==> src/rtl/aes_cp_pkg.sv <==
// Shared constants and types for the AES coprocessor sequencer: the
// coprocessor register map, the status-register bits and the sequencer states.
package aes_cp_pkg;

  localparam logic [3:0] CP_STATUS = 4'd0;
  localparam logic [3:0] CP_NONCE0 = 4'd1;
  localparam logic [3:0] CP_KEY0   = 4'd5;
  localparam logic [3:0] CP_DIN    = 4'd13;
  localparam logic [3:0] CP_DOUT   = 4'd14;

  // Status bits; prefixed so they do not collide with the RUN state below.
  localparam logic [31:0] CP_RUN = 32'h0000_0001;
  localparam logic [31:0] CP_RST = 32'h0000_0002;

  typedef enum logic [3:0] {
    IDLE, CPRST, KEY, NONCE, DATA, RUN, WAIT, READ, OUT
  } state_t;

  // Number of coprocessor transactions in each fixed-length phase.
  localparam logic [2:0] LEN_CPRST = 3'd2;
  localparam logic [2:0] LEN_KEY   = 3'd0;  // 8 words: wraps at 7
  localparam logic [2:0] LEN_QUAD  = 3'd4;

  // True on the last word of a phase with `len` words (0 encodes 8).
  function automatic logic phase_last(input logic [2:0] word, input logic [2:0] len);
    return word == (len - 3'd1);
  endfunction

endpackage

==> src/rtl/aes_cp_sequencer.sv <==
// Streams 128-bit blocks through aes256_coprocessor via its 4-bit register
// port: optional reset and key/nonce load, data load, run, wait, drain.
module aes_cp_sequencer
  import aes_cp_pkg::*;
#(
  parameter int TIMEOUT_CYCLES = 1024,
  parameter int TIMEOUT_W      = 11
) (
  input  logic         clock,
  input  logic         rst,
  input  logic [255:0] cfg_key,
  input  logic [127:0] cfg_nonce,
  input  logic         in_valid,
  input  logic         in_load,
  input  logic [127:0] in_data,
  output logic         in_ready,
  output logic         out_valid,
  output logic [127:0] out_data,
  input  logic         out_ready,
  output logic         busy,
  output logic         timeout_err,
  output logic [3:0]   cp_addr,
  output logic [31:0]  cp_data_in,
  output logic         cp_write_en,
  input  logic [31:0]  cp_data_out,
  input  logic         cp_interrupt
);

  state_t                 state_reg, state_next;
  logic [2:0]             word_reg, word_next;
  logic [TIMEOUT_W-1:0]   tcnt_reg, tcnt_next;
  logic [255:0]           key_reg;
  logic [127:0]           nonce_reg, block_reg;
  logic [3:0]             addr_next;
  logic [31:0]            wdata_next;
  logic                   we_next;
  logic                   accept, timeout_hit;
  logic [255:0]           key_lat;
  logic [127:0]           nonce_lat, block_lat;

  assign accept      = (state_reg == IDLE) && in_valid;
  assign timeout_hit = (state_reg == WAIT) && !cp_interrupt &&
                       (tcnt_reg == TIMEOUT_W'(TIMEOUT_CYCLES - 1));
  assign in_ready    = (state_reg == IDLE);
  assign busy        = (state_reg != IDLE);

  // Outputs are registered, so the write mux must already see the values
  // being latched on the accept edge.
  assign key_lat   = accept ? cfg_key   : key_reg;
  assign nonce_lat = accept ? cfg_nonce : nonce_reg;
  assign block_lat = accept ? in_data   : block_reg;

  always_ff @(posedge clock or posedge rst) begin
    if (rst) begin
      state_reg   <= IDLE;
      word_reg    <= '0;
      tcnt_reg    <= '0;
      key_reg     <= '0;
      nonce_reg   <= '0;
      block_reg   <= '0;
      cp_addr     <= '0;
      cp_data_in  <= '0;
      cp_write_en <= 1'b0;
      out_valid   <= 1'b0;
      out_data    <= '0;
      timeout_err <= 1'b0;
    end else begin
      state_reg   <= state_next;
      word_reg    <= word_next;
      tcnt_reg    <= tcnt_next;
      cp_addr     <= addr_next;
      cp_data_in  <= wdata_next;
      cp_write_en <= we_next;
      out_valid   <= (state_next == OUT);
      key_reg     <= key_lat;
      nonce_reg   <= nonce_lat;
      block_reg   <= block_lat;
      if (accept)
        timeout_err <= 1'b0;
      else if (timeout_hit)
        timeout_err <= 1'b1;
      if (state_reg == READ)
        out_data[{word_reg[1:0], 5'd0} +: 32] <= cp_data_out;
    end
  end

  always_comb begin
    state_next = state_reg;
    word_next  = word_reg + 3'd1;
    tcnt_next  = tcnt_reg;
    case (state_reg)
      IDLE: begin
        word_next = '0;
        if (in_valid) state_next = in_load ? CPRST : DATA;
      end
      CPRST: if (phase_last(word_reg, LEN_CPRST)) begin state_next = KEY;   word_next = '0; end
      KEY:   if (phase_last(word_reg, LEN_KEY))   begin state_next = NONCE; word_next = '0; end
      NONCE: if (phase_last(word_reg, LEN_QUAD))  begin state_next = DATA;  word_next = '0; end
      DATA:  if (phase_last(word_reg, LEN_QUAD))  begin state_next = RUN;   word_next = '0; end
      RUN: begin
        state_next = WAIT;
        word_next  = '0;
        tcnt_next  = '0;
      end
      WAIT: begin
        word_next = '0;
        if (cp_interrupt)     state_next = READ;
        else if (timeout_hit) state_next = IDLE;
        else                  tcnt_next  = tcnt_reg + 1'b1;
      end
      READ:  if (phase_last(word_reg, LEN_QUAD))  begin state_next = OUT;   word_next = '0; end
      OUT: begin
        word_next = '0;
        if (out_ready) state_next = IDLE;
      end
      default: begin
        state_next = IDLE;
        word_next  = '0;
      end
    endcase
  end

  // Register-port transaction for the coming cycle, keyed on the next state.
  always_comb begin
    addr_next  = CP_STATUS;
    wdata_next = '0;
    we_next    = 1'b0;
    case (state_next)
      CPRST: begin
        we_next    = 1'b1;
        wdata_next = (word_next == 3'd0) ? CP_RST : 32'h0;
      end
      KEY: begin
        we_next    = 1'b1;
        addr_next  = CP_KEY0 + {1'b0, word_next};
        wdata_next = key_lat[{word_next, 5'd0} +: 32];
      end
      NONCE: begin
        we_next    = 1'b1;
        addr_next  = CP_NONCE0 + {2'b00, word_next[1:0]};
        wdata_next = nonce_lat[{word_next[1:0], 5'd0} +: 32];
      end
      DATA: begin
        we_next    = 1'b1;
        addr_next  = CP_DIN;
        wdata_next = block_lat[{word_next[1:0], 5'd0} +: 32];
      end
      RUN: begin
        we_next    = 1'b1;
        wdata_next = CP_RUN;
      end
      READ:    addr_next = CP_DOUT;
      default: ;
    endcase
  end

endmodule

==> config.mk <==
export PLATFORM = sky130hd
export DESIGN_NAME = aes_cp_sequencer
export DESIGN_NICKNAME = d
export VERILOG_FILES = /design/src/rtl/aes_cp_pkg.sv /design/src/rtl/aes_cp_sequencer.sv
export SDC_FILE = /design/constraint.sdc
export NUM_CORES = 2
export LEC_CHECK = 0
export CORE_MARGIN = 8
export CORE_UTILIZATION = 35
export CTS_CLUSTER_SIZE = 25
export DETAILED_ROUTE_END_ITERATION = 12
export GPL_TIMING_DRIVEN = 0
export HOLD_SLACK_MARGIN = 0.12
export PLACE_DENSITY_LB_ADDON = 0.1
export SYNTH_ARGS = -nofsm -noshare
export SYNTH_HDL_FRONTEND = slang
export SYNTH_SLANG_ARGS = --single-unit
==> constraint.sdc <==
create_clock -name clock -period 37 [get_ports clock]
set_input_delay 7.4 -clock clock [delete_from_list [all_inputs] [get_ports clock]]
set_output_delay 7.4 -clock clock [all_outputs]
set_load 0.01 [all_outputs]
# Word-level counts from Yosys, hierarchy flattened
# Index checks and enable logic that the tools add are counted.
dict set report totals {
  register_bits 697
  in_bits 550
  out_inout_bits 169
  wordCells 83
}
dict set report classes {
  add_sub_neg 5
  eq_ne 21
  shift 5
  mux 28
  n_reduce_logical 12
}
# cell n
set op_table {}
lappend op_table {{$mux W128} 2}
lappend op_table {{$mux W256} 1}
lappend op_table {{$shiftx A128 B8 Y32} 2}
lappend op_table {{$shiftx A256 B9 Y32} 1}
lappend op_table {{$pmux W32 S5} 1}
lappend op_table {{$bwmux W128} 1}
lappend op_table {{$shift A32 B9 Y128 const A} 1}
lappend op_table {{$shiftx A32 B9 Y128} 1}
lappend op_table {{$mux W4} 9}
lappend op_table {{$pmux W4 S9} 1}
lappend op_table {{$eq A4 B3 Y1 const B} 7}
lappend op_table {{$mux W11} 2}
lappend op_table {{$pmux W11 S2} 1}
lappend op_table {{$eq A4 B2 Y1 const B} 4}
lappend op_table {{$pmux W4 S4} 1}
lappend op_table {{$mux W3} 4}
lappend op_table {{$add A11 B1 Y11 const B} 1}
lappend op_table {{$eq A11 B10 Y1 const B} 1}
lappend op_table {{$neg A7 Y9} 1}
lappend op_table {{$pmux W3 S3} 1}
lappend op_table {{$eq A4 B1 Y1 const B} 2}
lappend op_table {{$eq A4 B4 Y1 const B} 2}
lappend op_table {{$reduce_or A5 Y1} 1}
lappend op_table {{$add A3 B3 Y4 const A} 1}
lappend op_table {{16 further kinds} 22}

# Longest topological paths before layout
dict set report depth {
  ltp_word 9
  mapped_depth 14
  depth_no_buf 10
}

# Worst setup path before layout
# OpenSTA, ideal clock, no wires.
dict set report synth_timing {
  path_kind {input to register}
  startpoint {input cp_interrupt}
  endpoint {register cp_data_in[24]}
  setup_time_ns 0.126
  arrival_time_ns 9.359
  t_required_ns 36.874
  path_slack_ns 27.515
  stages 8
  path_buffers 2
  cell_sequence {nand4bb_1 o31a_1 nor4_4 nand3_1 buf_2 buf_1 mux2i_1 a221o_1}
}
dict set report synth_via {
  elab_chain_cells 8
  elab_cells_between_ends 12
  cone_classes {5 x eq/ne; 4 x mux; 3 x reduce/logical}
}
# element line
set synth_rtl {}
lappend synth_rtl {{start: declaration} aes_cp_sequencer.sv:26} ;# input logic cp_interrupt
lappend synth_rtl {{$logic_not A1 Y1} aes_cp_sequencer.sv:42} ;# assign timeout_hit = (state_reg == WAIT) && !cp_interrupt &&
lappend synth_rtl {{$logic_and A1 B1 Y1 (2 in a row)} aes_cp_sequencer.sv:42}
lappend synth_rtl {{$mux W4} aes_cp_sequencer.sv:108} ;# else if (timeout_hit) state_next = IDLE;
lappend synth_rtl {{$mux W4 (*)} aes_cp_sequencer.sv:107} ;# if (cp_interrupt) state_next = READ;
lappend synth_rtl {{$pmux W4 S9 (*)} aes_cp_sequencer.sv:91} ;# case (state_reg)
lappend synth_rtl {{$eq A4 B3 Y1, or another cell as far along} aes_cp_sequencer.sv:128} ;# case (state_next)
lappend synth_rtl {{$pmux W32 S5 (*)} aes_cp_sequencer.sv:128}
lappend synth_rtl {{net wdata_next[24]} aes_cp_sequencer.sv:35} ;# logic [31:0] wdata_next;
lappend synth_rtl {{end signal: assignment} aes_cp_sequencer.sv:72} ;# cp_data_in <= wdata_next;
lappend synth_rtl {{end: declaration} aes_cp_sequencer.sv:23} ;# output logic [31:0] cp_data_in,
# The timed path passes the listed nets; every way through them passes the cells marked *.
# A chain may end at the register's enable or synchronous reset.

# Worst setup path after layout
dict set report layout_timing {
  startpoint {input cp_interrupt}
  endpoint {register cp_data_in[10]}
}
# The elaborated chain is that of the path after synthesis.

==> impl_metrics.prom <==
# TYPE chip_impl_metric gauge
chip_impl_metric{name="maximum_number_of_pins_on_one_net_before_global_route_repair",unit=""} 110
chip_impl_metric{name="netlist_instances",unit=""} 2813
chip_impl_metric{name="cp.required",unit="ns"} 37.51
chip_impl_metric{name="synth_seq_cells",unit=""} 697
chip_impl_metric{name="slowest_delay",unit="ns"} 0.70
chip_impl_metric{name="num-nets-final",unit=""} 4183
chip_impl_info{name="mostFrequentLayoutCells",value="sky130_fd_sc_hd__clkdlybuf4s50_1, sky130_fd_sc_hd__dfrtp_1, sky130_fd_sc_hd__nand2_1"} 1
chip_impl_metric{name="grt_pass1_wl",unit="um"} 183900
chip_impl_metric{name="floorplan.die_area",unit="sq um"} 99770
chip_impl_metric{name="detailedRoute.firstIterationViolations",unit=""} 1674
chip_impl_metric{name="die-width",unit="um"} 315.9
chip_impl_metric{name="remaining_drc_errors",unit=""} 0
chip_impl_metric{name="route.final.wire_length",unit="um"} 130300
chip_impl_metric{name="grt_use_total",unit="%"} 25.27
chip_impl_metric{name="p_seq_share",unit="%"} 31.3
chip_impl_metric{name="design.core.area",unit="sq um"} 89600
chip_impl_metric{name="timing_max_transition_violations_final",unit=""} 0
chip_impl_metric{name="logic_gate_share_of_total_power",unit="%"} 47.4
chip_impl_metric{name="fillCellCount",unit=""} 8394
chip_impl_metric{name="timing.final.crit_share",unit="%"} 29.73
chip_impl_info{name="mostFrequentLayoutCell",value="sky130_fd_sc_hd__clkdlybuf4s50_1"} 1
chip_impl_metric{name="overflow",unit=""} 0
chip_impl_metric{name="worstPathMaxFanout",unit=""} 10
chip_impl_metric{name="switching_power",unit="mW"} 1.491
chip_impl_metric{name="async_reset_ff_share",unit="%"} 100.0
chip_impl_metric{name="vdd.ir_drop.worst",unit="uV"} 44.24
chip_impl_metric{name="ys_seq_area_share",unit="%"} 55.42
chip_impl_metric{name="firstDrtPassIters",unit=""} 7
chip_impl_metric{name="finalWorstPathRequiredPeriod",unit="ns"} 11.00
chip_impl_info{name="worst-setup-path-type",value="in -> reg"} 1
chip_impl_metric{name="number_of_global_route_vias_before_repair",unit=""} 25790
chip_impl_metric{name="placement_rows",unit=""} 110
chip_impl_metric{name="power.switching_fraction",unit="%"} 38.42
chip_impl_metric{name="antenna_found_initial",unit=""} 29
chip_impl_metric{name="synth.net_count",unit=""} 3374
chip_impl_metric{name="route.vias.total",unit=""} 24870
chip_impl_info{name="critical_path.cell_chain",value="clkdlybuf4s50_1 -> nand4bb_1 -> o31a_1 -> nor4_4 -> nand3_1 -> buf_2 -> a21oi_2 -> clkbuf_1 -> o21ai_1 -> o211ai_1"} 1
chip_impl_metric{name="cts_buffers",unit=""} 82
chip_impl_metric{name="slew_headroom",unit="%"} 22.92
chip_impl_metric{name="timing_hold_violations_final",unit=""} 0
chip_impl_metric{name="post_route_cells_drive_above_1_share",unit="%"} 19.89
chip_impl_info{name="timing.hold.worst.class",value="reg -> reg"} 1
chip_impl_info{name="tritoncts",value="built"} 1
chip_impl_metric{name="wl_per_cell",unit="um"} 26.69
chip_impl_metric{name="routabilityCongestion",unit=""} 0.8526
chip_impl_metric{name="warnings_from_yosys",unit=""} 0
chip_impl_metric{name="leakagePower",unit="nW"} 18.71
chip_impl_info{name="timing.critical_path.to_type",value="flop"} 1
chip_impl_metric{name="area.growth.synth_to_final",unit="%"} 36.99
chip_impl_metric{name="clock_power_share",unit="%"} 21.3
chip_impl_metric{name="vias_per_cell",unit=""} 5.096
chip_impl_info{name="rsz_0062_raised_after_global_routing",value="no"} 1
chip_impl_metric{name="maxCapViolations",unit=""} 0
chip_impl_metric{name="largest_register_ff_count",unit=""} 256
chip_impl_metric{name="final_antenna_net_count",unit=""} 0
chip_impl_info{name="clock_tree.root_cell",value="sky130_fd_sc_hd__clkbuf_16"} 1
chip_impl_metric{name="max_freq",unit="MHz"} 90.89
chip_impl_metric{name="syn_avg_cell_area",unit="sq um"} 11.19
chip_impl_info{name="outcome",value="finished clean"} 1
chip_impl_metric{name="synth_enable_flop_cells",unit=""} 0
chip_impl_metric{name="initial_utilization",unit="%"} 35.12
chip_impl_metric{name="ctsHoldBuffers",unit=""} 0
chip_impl_metric{name="post_cts_resize_count",unit=""} 0
chip_impl_metric{name="cts_buffer_depth",unit=""} 3
chip_impl_metric{name="crit_arrival",unit="ns"} 11.51
chip_impl_metric{name="timing.final.setup_violations",unit=""} 0
chip_impl_metric{name="clkLatencyLatePin",unit="ns"} 0.63
chip_impl_metric{name="final.setup_skew",unit="ns"} 0.02397
chip_impl_metric{name="io_buffer_count",unit=""} 718
chip_impl_metric{name="internal_power",unit="mW"} 2.390
chip_impl_metric{name="h-tree-depth",unit=""} 3
chip_impl_metric{name="syn_area",unit="sq um"} 31470
chip_impl_metric{name="io-pin-count",unit=""} 719
chip_impl_metric{name="place.detailed.hpwl",unit="um"} 102000
chip_impl_metric{name="power-per-cell-area",unit="nW/um^2"} 90.02
chip_impl_metric{name="post_synth_num_cell_types",unit=""} 59
chip_impl_info{name="setup_crit_start_kind",value="input port"} 1
chip_impl_metric{name="worst-slew-pin-transition",unit="ns"} 1.156
chip_impl_metric{name="die_h",unit="um"} 315.9
chip_impl_info{name="slowest_stage",value="sky130_fd_sc_hd__nor4_4"} 1
chip_impl_metric{name="cts_setup_buffers",unit=""} 0
chip_impl_metric{name="final.setup.tns",unit="ns"} 0
chip_impl_metric{name="holdWs",unit="ns"} 0.4670
chip_impl_metric{name="cts.sinks",unit=""} 697
chip_impl_metric{name="clk_pin_slew_worst_paths",unit="ns"} 0.06
chip_impl_info{name="synth_flop_cell",value="sky130_fd_sc_hd__dfrtp_1"} 1
routing by layer:
metal  GRT usage (%)  share of wire, %  vias up
li1                -                 -    11460
met2           43.05                49      710
met4           5.792               2.1       20
met5               0             0.091        -
met1           32.24                42    12520
met3           6.324               6.7      166
critical path, delay by kind of cell:
kind | cells | cell delay (ns)
AOI/OAI and AO/OA | 4 | 1.47
buffers and inverters | 3 | 1.31
and+or+nand+nor | 3 | 1.31
final timing paths:
| check | slack [ns] | from | cells past startpoint | endpoint |
|---|---|---|---|---|
| min in group asynchronous | 7.26 | rst | 2 | key_reg[235]$_DFF_PP0_ |
| hold / removal | 0.47 | block_reg[28]$_DFF_PP0_ | 2 | block_reg[28]$_DFF_PP0_ |
| setup reg to reg | 32.39 | word_reg[0]$_DFF_PP0_ | 12 | cp_data_in[1]$_DFF_PP0_ |
| max in group asynchronous | 27.90 | rst | 5 | block_reg[92]$_DFF_PP0_ |
| setup / recovery | 26.00 | cp_interrupt | 10 | cp_data_in[10]$_DFF_PP0_ |
| hold reg to reg | 0.47 | block_reg[28]$_DFF_PP0_ | 2 | block_reg[28]$_DFF_PP0_ |
power groups by stage:
stage               clock [mW]  sequential (mW)  combinational (mW)
detailed placement           0             1.23                1.85
finish                   0.827             1.21                1.84
global route             0.876             1.25                1.99
CTS                      0.846             1.22                1.85
floorplan                    0             1.24                1.11
global placement             0             1.23                1.83
cell usage after synthesis, types with 7 or more instances:
master	number	area [sq um]
sky130_fd_sc_hd__a221o_1	7	70.07
sky130_fd_sc_hd__nor4_1	70	437.9
sky130_fd_sc_hd__buf_1	11	41.29
sky130_fd_sc_hd__mux4_2	24	540.5
sky130_fd_sc_hd__mux2i_1	61	610.6
sky130_fd_sc_hd__clkbuf_1	105	394.1
sky130_fd_sc_hd__o21ai_1	27	135.1
sky130_fd_sc_hd__buf_4	8	60.06
sky130_fd_sc_hd__nand3_1	10	50.05
sky130_fd_sc_hd__mux2_2	463	5214
sky130_fd_sc_hd__inv_1	11	41.29
sky130_fd_sc_hd__dfrtp_1	697	17440
sky130_fd_sc_hd__nand2_1	663	2489
sky130_fd_sc_hd__o21ai_0	183	915.9
sky130_fd_sc_hd__mux2_1	35	394.1
sky130_fd_sc_hd__ha_1	11	137.6
sky130_fd_sc_hd__nor3_1	60	300.3
sky130_fd_sc_hd__a31oi_1	72	450.4
sky130_fd_sc_hd__or3_1	16	100.1
sky130_fd_sc_hd__a21oi_1	15	75.07
sky130_fd_sc_hd__nor2_1	65	244.0
sky130_fd_sc_hd__o22a_1	24	210.2
sky130_fd_sc_hd__o211ai_1	24	180.2
sky130_fd_sc_hd__buf_2	86	430.4
cells by family after synthesis:
family	Yosys count	share of synthesized area [%]
and+or+nand+nor	918	12.40
DFF	697	55.42
muxes	583	21.48
AOI/OAI and AO/OA	367	6.842
buffers and inverters	227	3.145
adders and majority gates	11	0.4373
xor gates and xnor gates	10	0.2783
metrics by stage:
step	util (%)	cells	total power, mW	cell area (sq um)	worst slack, ns
6_report	48.12	4881	3.881	43110	26.00
5_1_grt	48.09	4870	4.111	43090	25.89
4_1_cts	48.06	4861	3.916	43060	26.04
3_5_place_dp	45.01	4714	3.075	40330	25.40
3_3_place_gp	44.79	4707	3.065	40130	0.0003784
2_1_floorplan	-	2813	2.347	31470	10.05
cell type report:
type                    count  area [sq um]  share of cell area [%]
flip-flops and latches    697         17440                   40.46
multi-input cells        1889         13040                   30.25
repair buffers            725          7380                   17.12
clock buffers             120          2415                   5.601
well taps                1176          1471                   3.413
plain buffers             210         925.9                   2.148
clock inverters            27         317.8                  0.7372
inverters                  17         71.32                  0.1654
diodes                     20         50.05                  0.1161
Power figures use the tool's default switching activity.
